$ cat src/rtl/aeses_host_pkg.sv
// Shared types and defaults for the AESES UART host interface.
package aeses_host_pkg;

    localparam int KEY_BYTES_DEF = 32;
    localparam int BLK_BYTES_DEF = 16;

    typedef logic [7:0] byte_t;

    typedef enum logic [2:0] {
        S_KEY,
        S_KEYLD,
        S_BLK,
        S_START,
        S_WAIT,
        S_TX
    } state_t;

endpackage

$ cat src/rtl/aeses_uart_host_if.sv
// Device-side AESES UART byte protocol: gathers key and data blocks from the
// UART receiver, launches the AES core per block and streams results back out.
module aeses_uart_host_if
    import aeses_host_pkg::*;
#(
    parameter int KEY_BYTES = KEY_BYTES_DEF,
    parameter int BLK_BYTES = BLK_BYTES_DEF,
    parameter int CNT_W     = 5
) (
    input  logic                   clk,
    input  logic                   rst,
    input  logic [7:0]             rx_data,
    input  logic                   rx_valid,
    input  logic                   rx_frame_err,
    output logic [7:0]             tx_data,
    output logic                   tx_valid,
    input  logic                   tx_ready,
    output logic [8*KEY_BYTES-1:0] aes_key,
    output logic                   aes_key_load,
    output logic [8*BLK_BYTES-1:0] aes_din,
    output logic                   aes_start,
    input  logic                   aes_done,
    input  logic [8*BLK_BYTES-1:0] aes_dout,
    output logic                   key_loaded,
    output logic                   busy,
    output logic                   overrun,
    output logic                   frame_err
);

    localparam int KW = 8 * KEY_BYTES;
    localparam int BW = 8 * BLK_BYTES;
    localparam logic [CNT_W-1:0] KEY_LAST = CNT_W'(KEY_BYTES - 1);
    localparam logic [CNT_W-1:0] BLK_LAST = CNT_W'(BLK_BYTES - 1);

    state_t           state;
    logic [CNT_W-1:0] byte_cnt;
    logic [KW-1:0]    key_sr;
    logic [BW-1:0]    din_sr;
    logic [BW-1:0]    tx_sr;
    logic             rx_good;

    // A frame-errored byte never counts as a data byte, in any state.
    assign rx_good = rx_valid && !rx_frame_err;

    assign aes_key = key_sr;
    assign aes_din = din_sr;
    assign tx_data = tx_sr[BW-1 -: 8];

    always_ff @(posedge clk or negedge rst) begin
        if (!rst) begin
            state        <= S_KEY;
            byte_cnt     <= '0;
            key_sr       <= '0;
            din_sr       <= '0;
            tx_sr        <= '0;
            tx_valid     <= 1'b0;
            aes_key_load <= 1'b0;
            aes_start    <= 1'b0;
            key_loaded   <= 1'b0;
            busy         <= 1'b0;
            overrun      <= 1'b0;
            frame_err    <= 1'b0;
        end else begin
            aes_key_load <= 1'b0;
            aes_start    <= 1'b0;

            if (rx_valid && rx_frame_err) begin
                frame_err <= 1'b1;
            end
            if (rx_good && (state inside {S_KEYLD, S_START, S_WAIT, S_TX})) begin
                overrun <= 1'b1;
            end

            case (state)
                S_KEY: begin
                    if (rx_good) begin
                        key_sr <= {key_sr[KW-9:0], rx_data};
                        if (byte_cnt == KEY_LAST) begin
                            byte_cnt     <= '0;
                            aes_key_load <= 1'b1;
                            key_loaded   <= 1'b1;
                            state        <= S_KEYLD;
                        end else begin
                            byte_cnt <= byte_cnt + CNT_W'(1);
                        end
                    end
                end
                S_KEYLD: begin
                    byte_cnt <= '0;
                    state    <= S_BLK;
                end
                S_BLK: begin
                    if (rx_good) begin
                        din_sr <= {din_sr[BW-9:0], rx_data};
                        if (byte_cnt == BLK_LAST) begin
                            byte_cnt  <= '0;
                            aes_start <= 1'b1;
                            busy      <= 1'b1;
                            state     <= S_START;
                        end else begin
                            byte_cnt <= byte_cnt + CNT_W'(1);
                        end
                    end
                end
                S_START: begin
                    state <= S_WAIT;
                end
                S_WAIT: begin
                    if (aes_done) begin
                        tx_sr    <= aes_dout;
                        tx_valid <= 1'b1;
                        byte_cnt <= '0;
                        state    <= S_TX;
                    end
                end
                S_TX: begin
                    // tx_sr only moves on a handshake, so tx_data holds while stalled.
                    if (tx_valid && tx_ready) begin
                        tx_sr <= {tx_sr[BW-9:0], 8'h00};
                        if (byte_cnt == BLK_LAST) begin
                            byte_cnt <= '0;
                            tx_valid <= 1'b0;
                            busy     <= 1'b0;
                            state    <= S_BLK;
                        end else begin
                            byte_cnt <= byte_cnt + CNT_W'(1);
                        end
                    end
                end
                default: begin
                    state <= S_KEY;
                end
            endcase
        end
    end

endmodule

$ cat config.mk
export PLATFORM = sky130hd
export DESIGN_NAME = aeses_uart_host_if
export DESIGN_NICKNAME = d
export VERILOG_FILES = /design/src/rtl/aeses_host_pkg.sv /design/src/rtl/aeses_uart_host_if.sv
export SDC_FILE = /design/constraint.sdc
export NUM_CORES = 1
export LEC_CHECK = 0
export ABC_CLOCK_PERIOD_IN_PS = 2000
export BUFFER_PORTS_ARGS = -buffer_cell sky130_fd_sc_hd__clkbuf_2
export CAP_MARGIN = 30
export CORE_MARGIN = 5
export CORE_UTILIZATION = 30
export DETAILED_ROUTE_END_ITERATION = 10
export HOLD_SLACK_MARGIN = 0.02
export SLEW_MARGIN = 25
export SYNTH_ARGS = -nofsm -noshare
export SYNTH_HDL_FRONTEND = slang
export SYNTH_SLANG_ARGS = --single-unit
$ cat constraint.sdc
create_clock -name clk -period 2 [get_ports clk]
set_input_delay 0.2 -clock clk [delete_from_list [all_inputs] [get_ports clk]]
set_output_delay 0.2 -clock clk [all_outputs]
set_load 0.005 [all_outputs]
# Word level (Yosys, flattened, before mapping)
# Index checks and enable logic that the tools add are counted.
[word_totals]
input_bits = 142
ff_bits = 527
output_inout_bits = 399
wordCells = 76
[classes]
reduce_logical = 18
n_eq_ne = 14
muxes = 31
n_addsub = 1
[ops]
columns = ["operator", "count"]
rows = [
  ["$mux W128", 2],
  ["$pmux W128 S2", 1],
  ["$mux W5", 6],
  ["$pmux W5 S5", 1],
  ["$mux W3", 7],
  ["$pmux W3 S6", 1],
  ["$mux W1", 11],
  ["$ne A2 B2 Y1 const B", 5],
  ["$reduce_and A5 Y1", 2],
  ["$reduce_and A7 Y1", 1],
  ["$eq A3 B2 Y1 const B", 2],
  ["$eq A3 B3 Y1 const B", 2],
  ["$reduce_and A3 Y1", 2],
  ["$add A5 B1 Y5 const B", 1],
  ["$eq A5 B4 Y1 const B", 1],
  ["$eq A5 B5 Y1 const B", 1],
  ["$reduce_bool A5 Y1", 1],
  ["$logic_and A1 B1 Y1", 4],
  ["$ne A2 B1 Y1 const B", 2],
  ["$pmux W1 S2", 2],
  ["$reduce_and A2 Y1", 2],
  ["$reduce_and A4 Y1", 1],
  ["$reduce_bool A2 Y1", 2],
  ["$reduce_bool A4 Y1", 1],
  ["other kinds (3)", 3],
]

# Logic depth before layout (Yosys ltp)
# Gate-level depths: netlist of run 1.
[logic_depth]
ltp_word = 4
ltp_mapped = 7
ltp_nobuf = 7

# Least setup slack after synthesis of run 1
# Ideal clock, no wire load.
[synth_path]
kind = "reg-to-reg"
startpoint = "reg byte_cnt[0]"
endpoint = "reg byte_cnt[2]"
path_buffers = 0
setup_ns = 0.101
t_required_ns = 1.899
period_less_slack_ns = 1.923
arrival_time_ns = 1.822
stages_incl_launch_ff = 8
slack_ns = 0.077
path_cell_list = "dfrtp_1 -> ha_1 -> and3_1 -> ha_1 -> or3_1 -> o211ai_1 -> nand3b_4 -> o311ai_2"
[synth_via]
elab_chain_cells = 4
word_cells_on_any_way = 9
cone_classes = "1 x add/sub; 2 x eq/ne; 6 x mux"
[synth_lines]
columns = ["item", "line_no", "source"]
rows = [
  ["start, declared", "aeses_uart_host_if.sv:36", "logic [CNT_W-1:0] byte_cnt;"],
  ["start signal, assigned", "aeses_uart_host_if.sv:84", "byte_cnt <= byte_cnt + CNT_W'(1);"],
  ["start signal, assigned", "aeses_uart_host_if.sv:101", "byte_cnt <= byte_cnt + CNT_W'(1);"],
  ["start signal, assigned", "aeses_uart_host_if.sv:126", "byte_cnt <= byte_cnt + CNT_W'(1);"],
  ["$add A5 B1 Y5 (tied with other cells)", "aeses_uart_host_if.sv:84, aeses_uart_host_if.sv:101, aeses_uart_host_if.sv:126", ""],
  ["$mux W5 (on tied branches)", "aeses_uart_host_if.sv:95, aeses_uart_host_if.sv:120, aeses_uart_host_if.sv:78", ""],
  ["$mux W5 (on tied branches)", "aeses_uart_host_if.sv:118, aeses_uart_host_if.sv:93, aeses_uart_host_if.sv:76", ""],
  ["$pmux W5 S5 (*)", "aeses_uart_host_if.sv:74", "case (state)"],
]
# Mark *: on every way between the ends. The rest lies on a longest branch, timed or not. The select of a mux whose other input is x is not followed.
# A chain may end at the register's enable or synchronous reset.

# Worst setup path in the final report of run 1
[layout_path]
startpoint = "reg state[2]"
endpoint = "reg key_sr[103] (netlist: aes_key[103])"
[layout_via]
elab_chain_cells = 2
[layout_lines]
columns = ["item", "line_no", "source"]
rows = [
  ["start, declared", "aeses_uart_host_if.sv:35", "state_t state;"],
  ["start signal, assigned", "aeses_uart_host_if.sv:51", "state <= S_KEY;"],
  ["start signal, assigned", "aeses_uart_host_if.sv:82", "state <= S_KEYLD;"],
  ["start signal, assigned", "aeses_uart_host_if.sv:90", "state <= S_BLK;"],
  ["$logic_not A3 Y1", "aeses_uart_host_if.sv:74", ""],
  ["$reduce_and A2 Y1 (no line)", "--", ""],
  ["end signal, assigned", "aeses_uart_host_if.sv:77", "key_sr <= {key_sr[KW-9:0], rx_data};"],
  ["end, declared", "aeses_uart_host_if.sv:37", "logic [KW-1:0] key_sr;"],
]
# Every way passes these cells.

==> impl_metrics.py, run 1 <==
metrics = {
    "run_status": {
        "status": "finished with violations",
        "failed_checks": "setup timing",
    },
    "global_routing": {
        "grt_pass1_wl_um": 90530,
        "grt_max_degree": 92,
        "grt.overflow.total": 0,
        "grt_pass1_vias": 15370,
        "antenna_found_initial": 3,
        "grt.total_usage": 0.1513,
    },
    "synthesis": {
        "ys_types": 40,
        "syn-cell-area_um2": 20960,
        "synth_nets": 1592,
        "synth_seq_cells": 527,
        "yosysTopAreaCell": "dfrtp_1",
        "synthTopCellsByArea": "dfrtp_1 (63%), mux2_2 (21%), mux2i_1 (5.7%)",
        "synth_top_cell_area_share": 0.6293,
        "postSynthCellCount": 1445,
        "synth.avg_cell_area_um2": 14.50,
        "seq_area_frac_synth": 0.6293,
        "ys_warn_count": 0,
    },
    "sta": {
        "setup_ws_ns": -0.02596,
        "tns_ns": -0.2631,
        "hold_slack_ns": 0.1314,
        "fin_crit_sh": 1.013,
        "relSlewSlack": 0.4866,
        "hold_violations": 0,
        "period_needed_ns": 2.026,
        "clock_skew_ns": 0.02063,
        "rsz0062_at_grt": "true",
        "finalMaxSlewViolations": 0,
        "finalSetupViolCount": 47,
        "tightest_slew_ns": 0.7673,
        "timing.fmax_ghz": 0.4936,
    },
    "power": {
        "ir_worst_vdd_mv": 0.9546,
        "power_leakage_nw": 15.01,
        "cellPowerDensity_nw_per_um2": 1200,
    },
    "floorplan": {
        "io-pin-count": 541,
        "start_util": 0.3008,
        "die_x_um": 274.3,
        "die-area_um2": 75240,
        "dieHeight_um": 274.3,
        "core_area_um2": 69660,
        "rows": 97,
    },
    "routing": {
        "routed_via_density": 4.493,
        "antenna_left": 0,
        "drc": 0,
        "wl_um": 58550,
        "routed-via-count": 14130,
        "drt_iter0_drc": 573,
        "wire_per_inst_um": 18.62,
        "first_pass_iters": 5,
    },
    "setup_path": {
        "critPathKind": "register to register",
        "crit_family": "simple AND/OR/NAND/NOR gates",
        "critPathSlowestCell": "or4b_4",
        "r2r_slack_ns": -0.03,
        "timing.rr.end": "aes_key[103]$_DFFE_PN0P_",
        "crit_cells": 5,
        "critPathRequiredTime_ns": 2.48,
        "critPathLaunch": "state[2]$_DFFE_PN0P_",
        "crit_arrival_ns": 2.50,
        "r2r-start": "state[2]$_DFFE_PN0P_",
        "ff2ff_path_depth": 5,
        "worstSetupStartpointType": "register",
        "crit_chain": "or4b_4, nor2_4, buf_12, buf_16, mux2_2",
        "end_kind": "register",
        "endpoint": "aes_key[103]$_DFFE_PN0P_",
        "path_buf_inv": 2,
        "max_stage_delay_ns": 0.56,
        "path_max_fanout": 37,
    },
    "hold_path": {
        "hold_class": "primary input to async pin",
    },
    "final_layout": {
        "drive_gt1_frac": 0.4980,
        "final_util": 0.4082,
        "areaGrowthSynthToFinish_pct": 35.69,
        "nets": 2305,
    },
    "cts": {
        "htree_num_levels": 2,
        "clock_latency_ns": 0.60,
        "clkSlewWorstSetupHoldPaths_ns": 0.06,
        "cts-root-buf": "clkbuf_16",
        "cts_buffers": 58,
        "clock_path_buffers": 3,
        "clock-sinks": 527,
        "cts_tree": "done",
    },
    "job": {
        "cap_viol_max_count": 0,
    },
    "place": {
        "dpl.hpwl_um": 42780,
        "dp_slack_ns": -0.02376,
        "io_buffers": 540,
        "gp_congestion": 0.8629,
    },
}
## metrics by stage
stage	total power, mW	cells	instance area, µm²
final	34.13	3144	28430
after CTS	34.56	3140	28390
after detailed placement	23.20	2894	24990
after global placement	22.91	2894	24990
after floorplan	19.62	1445	20960
after global routing	36.10	3144	28430
## area by class of cell
type	instances	area (µm²)
inverter	7	26.28
antenna	1	2.502
clock inverter	19	231.5
clock buffer	86	1748
tap	940	1176
sequential	527	13190
timing repair buffer	747	4926
multi-input combinational	817	7136
fill	6510	41230
## placed cells by master (no fill, tap or decap), types with 3 or more instances in the layout
cell           count
mux2_2           384
dfrtp_1          527
nor2b_1            3
clkbuf_8          17
clkbuf_1          10
mux2i_1          120
a22o_1             8
nand2_1            9
dlygate4sd3_1    141
nor2_1           122
inv_1              7
buf_4             42
nand3_1            3
clkbuf_16         59
o22a_1             3
buf_12            21
nand2b_1           5
ha_2               3
bufinv_16          4
clkinv_2           8
a21oi_1          122
clkinvlp_4         4
clkbuf_2         539
o21ai_0            5
## worst reg2reg max path, cell delays in order, from the launching register on
cell     delay [ns]
dfrtp_1        0.37
or4b_4         0.56
nor2_4         0.14
buf_12         0.18
buf_16         0.26
mux2_2         0.38
## registers in the layout, summed over array words and instances, names as in the netlist, 3 cells and up
name / flops
aes_key: 256
aes_din: 128
tx_sr: 128
byte_cnt: 5
state: 3
## where the power goes
group          leakage, nW  internal [mW]  switching, mW
Combinational         7.21           4.17           3.74
Sequential            6.83           13.3           1.98
Clock                0.967           6.54           4.37
Total                 15.0           24.0           10.1
## kinds of logic (layout without fill, tap and decap cells)
family / Yosys count / count (layout) / share of synthesized area
adder cells (fa/ha/maj): 5 / 5 / 0.002985
AO/OA/AOI/OAI: 151 / 151 / 0.04001
XOR/XNOR: 1 / 1 / 0.0004180
AND/OR/NAND/NOR: 156 / 156 / 0.03188
flip-flops: 527 / 527 / 0.6293
multiplexers: 504 / 504 / 0.2637
other: 0 / 1 / 0
buffers and inverters: 101 / 859 / 0.03170
## how the worst min path moves through the flow
stage,start,endpoint,slack [ns],depth (start not counted)
global route,rst,tx_sr[80]$_DFFE_PN0P_,0.12,2
global placement,rst,tx_sr[67]$_DFFE_PN0P_,0.17,1
detailed placement,rst,tx_sr[67]$_DFFE_PN0P_,0.17,1
CTS,rx_valid,overrun$_DFFE_PN0P_,0.10,5
floorplan,rst,aes_din[0]$_DFFE_PN0P_,-0.1,0
finish,rst,tx_sr[67]$_DFFE_PN0P_,0.13,2
## synth_stat cells, drive strengths merged
library cell,instances
a21boi,1
a21o,2
a21oi,123
a22o,8
a22oi,1
a311o,1
a31oi,1
a32o,1
and2,2
and3,2
buf,86
clkbuf,8
dfrtp,527
ha,5
inv,7
mux2,384
mux2i,120
nand2,10
nand2b,5
nand3,3
nand3b,2
nand4,2
nor2,123
nor2b,3
nor3,1
o211ai,2
o21ai,5
o21bai,1
o22a,3
o22ai,1
o311ai,1
or2,1
or3,1
or4b,1
xnor2,1
## routing by layer
layer | track usage | wire length, µm | vias to the layer above
met2 | 0.2575 | 29070 | 414
met5 | 0 | 13 | -
met4 | 0.05177 | 1970 | 2
met1 | 0.1810 | 23160 | 7031
li1 | - | - | 6563
met3 | 0.04926 | 4335 | 117
## what timing repair did
item | in CTS | in global routing
gates resized for setup | 2 | 6
setup buffers | 0 | 3
hold endpoints to repair | 486 | 0
pin swaps | 2 | 5
hold buffers | 141 | 0
endpoints found under the setup margin | 122 | 290
(Power assumes the default switching activity.)
==> run 2, diff against run 1 <==
CORE_UTILIZATION = 48   (was 30)
CTS_CLUSTER_DIAMETER = 100   (was unset)
PLACE_DENSITY = 0.76   (was unset)
==> run 2 against run 1 <==
Effect of this change:
- design area is 3.2% higher
- the run still ends with setup timing left
- critical path type unchanged
- critical endpoint is now aes_key[48]$_DFFE_PN0P_
- die area is 36% lower
- worst setup slack worse by 0.036 ns
- first-iteration DRC count increased by 99%
- wire length up 11%
- total power up 5.5%
- clock-buffer cell count decreased by 5
- global-route usage is 9.3 points higher
- utilization is 27 points higher
- register-to-register slack lost 0.04 ns
- sequential power about the same
- clock skew about the same
==> impl_metrics.py, run 2 (same netlist as run 1, synthesis figures left out) <==
metrics = {
    "sta": {
        "hold_violations": 0,
        "setup_ws_ns": -0.06184,
        "finalSetupViolCount": 124,
        "timing.fmax_ghz": 0.4850,
        "finalMaxSlewViolations": 0,
        "rsz0062_at_grt": "true",
        "period_needed_ns": 2.062,
        "fin_crit_sh": 1.031,
        "clock_skew_ns": 0.02104,
        "relSlewSlack": 0.6682,
        "tightest_slew_ns": 0.4977,
    },
    "routing": {
        "routed_via_density": 5.338,
        "drc": 0,
        "wire_per_inst_um": 23.02,
        "antenna_left": 0,
        "first_pass_iters": 5,
        "wl_um": 65020,
        "drt_iter0_drc": 1143,
        "routed-via-count": 15070,
    },
    "hold_path": {
        "hold_start": "rx_frame_err",
        "hold_class": "primary input to register",
        "min_path_cells": 5,
        "hold_path_end": "overrun$_DFFE_PN0P_",
    },
    "setup_path": {
        "critPathKind": "register to register",
        "critPathRequiredTime_ns": 2.46,
        "ff2ff_path_depth": 6,
        "timing.rr.end": "aes_key[48]$_DFFE_PN0P_",
        "path_max_fanout": 11,
        "r2r_slack_ns": -0.06,
        "crit_arrival_ns": 2.53,
        "r2r-start": "state[2]$_DFFE_PN0P_",
        "end_kind": "register",
        "worstSetupStartpointType": "register",
    },
    "global_routing": {
        "grt_max_degree": 71,
        "grt_pass1_vias": 15770,
        "grt.overflow.total": 0,
        "grt_pass1_wl_um": 91850,
        "antenna_found_initial": 6,
        "grt.total_usage": 0.2444,
    },
    "final_layout": {
        "layout_common_cells": "clkbuf_2 (539), dfrtp_1 (527), mux2_2 (237), mux2_4 (147), dlygate4sd3_1 (141)",
        "areaGrowthSynthToFinish_pct": 40.05,
        "mostFrequentLayoutCell": "clkbuf_2",
        "fillers": 2809,
        "largest_register_ffs": 256,
        "drive_gt1_frac": 0.5063,
        "nets": 2336,
        "final_util": 0.6798,
    },
    "place": {
        "dpl.hpwl_um": 40390,
        "io_buffers": 540,
        "gp_congestion": 0.8871,
    },
    "floorplan": {
        "start_util": 0.4854,
        "die-area_um2": 47930,
        "dieHeight_um": 218.9,
        "core_area_um2": 43170,
        "io-pin-count": 541,
        "die_x_um": 218.9,
        "rows": 76,
    },
    "power": {
        "ir_worst_vdd_mv": 1.140,
        "power_leakage_nw": 15.60,
        "cellPowerDensity_nw_per_um2": 1227,
        "fin_total_pwr_mw": 36.00,
    },
    "cts": {
        "clock_latency_ns": 0.59,
        "cts-root-buf": "clkbuf_16",
        "cts_tree": "done",
        "cts_buffers": 53,
        "clock_path_buffers": 3,
        "htree_num_levels": 2,
        "clock-sinks": 527,
        "clkSlewWorstSetupHoldPaths_ns": 0.06,
    },
    "job": {
        "cap_viol_max_count": 0,
    },
    "run_status": {
        "failed_checks": "setup timing",
        "status": "finished with violations",
    },
}
-- run 2: changes by cell type in the layout (fill, tap and decap cells not counted), moves of 4 or more --
cell and change:
buf_12 +5, buf_6 +8, mux2_4 +147, buf_8 +4, clkbuf_16 +12, mux2_2 -147
diode_2 +4, buf_16 +6, clkbuf_1 -4
-- run 2: area by class of cell --
class | instances | area [µm²] | area share
clock buffers | 81 | 1674 | 0.05705
repair buffers | 783 | 5719 | 0.1949
clock inverters | 19 | 290.3 | 0.009891
flip-flops and latches | 527 | 13190 | 0.4494
multi-input cells | 817 | 7705 | 0.2625
diodes | 5 | 12.51 | 0.0004263
well taps | 585 | 732.0 | 0.02494
inverters | 7 | 26.28 | 0.0008953
-- run 2: metrics by stage --
step | instances | TNS (ns) | area [µm²] | worst slack [ns] | hold slack, ns
6_report | 2824 | -3.394 | 29350 | -0.06184 | 0.09377
5_1_grt | 2824 | -12.38 | 29350 | -0.1022 | 0.09495
3_5_place_dp | 2546 | -1.748 | 24630 | -0.04493 | 0.1774
4_1_cts | 2787 | -3.397 | 28010 | -0.04894 | 0.04781
2_1_floorplan | 1445 | 0 | 20960 | 0.07706 | -0.09559
3_3_place_gp | 2546 | -0.6349 | 24630 | -0.01604 | 0.1687
-- run 2: worst max path at each step --
| stage | start | slack (ns) | end |
|---|---|---|---|
| after floorplan | byte_cnt[0]$_DFFE_PN0P_ | 0.08 | byte_cnt[2]$_DFFE_PN0P_ |
| after global placement | state[0]$_DFFE_PN0P_ | -0.02 | aes_key[68]$_DFFE_PN0P_ |
| after detailed placement | byte_cnt[0]$_DFFE_PN0P_ | -0.04 | byte_cnt[2]$_DFFE_PN0P_ |
| after CTS | state[0]$_DFFE_PN0P_ | -0.05 | aes_key[131]$_DFFE_PN0P_ |
| after global routing | state[2]$_DFFE_PN0P_ | -0.10 | aes_key[54]$_DFFE_PN0P_ |
| final | state[2]$_DFFE_PN0P_ | -0.06 | aes_key[48]$_DFFE_PN0P_ |
-- run 2: metal layers --
metal	part of all wire	up-vias	track usage	routed length, µm
met4	0.042	2	0.09902	2701
met5	0.00023	-	0	15
met2	0.51	608	0.4190	32980
li1	-	6607	-	-
met3	0.073	175	0.07242	4751
met1	0.38	7682	0.2900	24570
-- run 2: where the power goes --
| part | internal, mW | switching [mW] |
|---|---|---|
| clock network | 6.68 | 4.24 |
| registers | 13.3 | 2.24 |
| logic | 5.04 | 4.46 |
-- run 2: worst max-delay path, cell delays in order (launching register included) --
cell and delay [ns]:
dfrtp_1 0.39, or4b_4 0.54, nor2_4 0.14, buf_12 0.16
clkbuf_16 0.20, buf_16 0.15, mux2_2 0.35
-- run 2: timing repair --
item | CTS | global route
hold buffers | 141 | 0
pin swaps | 1 | 4
gates cloned | 0 | 23
setup endpoints to repair | 184 | 241
gates resized for setup | 0 | 195
endpoints found under the hold margin | 571 | 0
setup buffers | 0 | 9
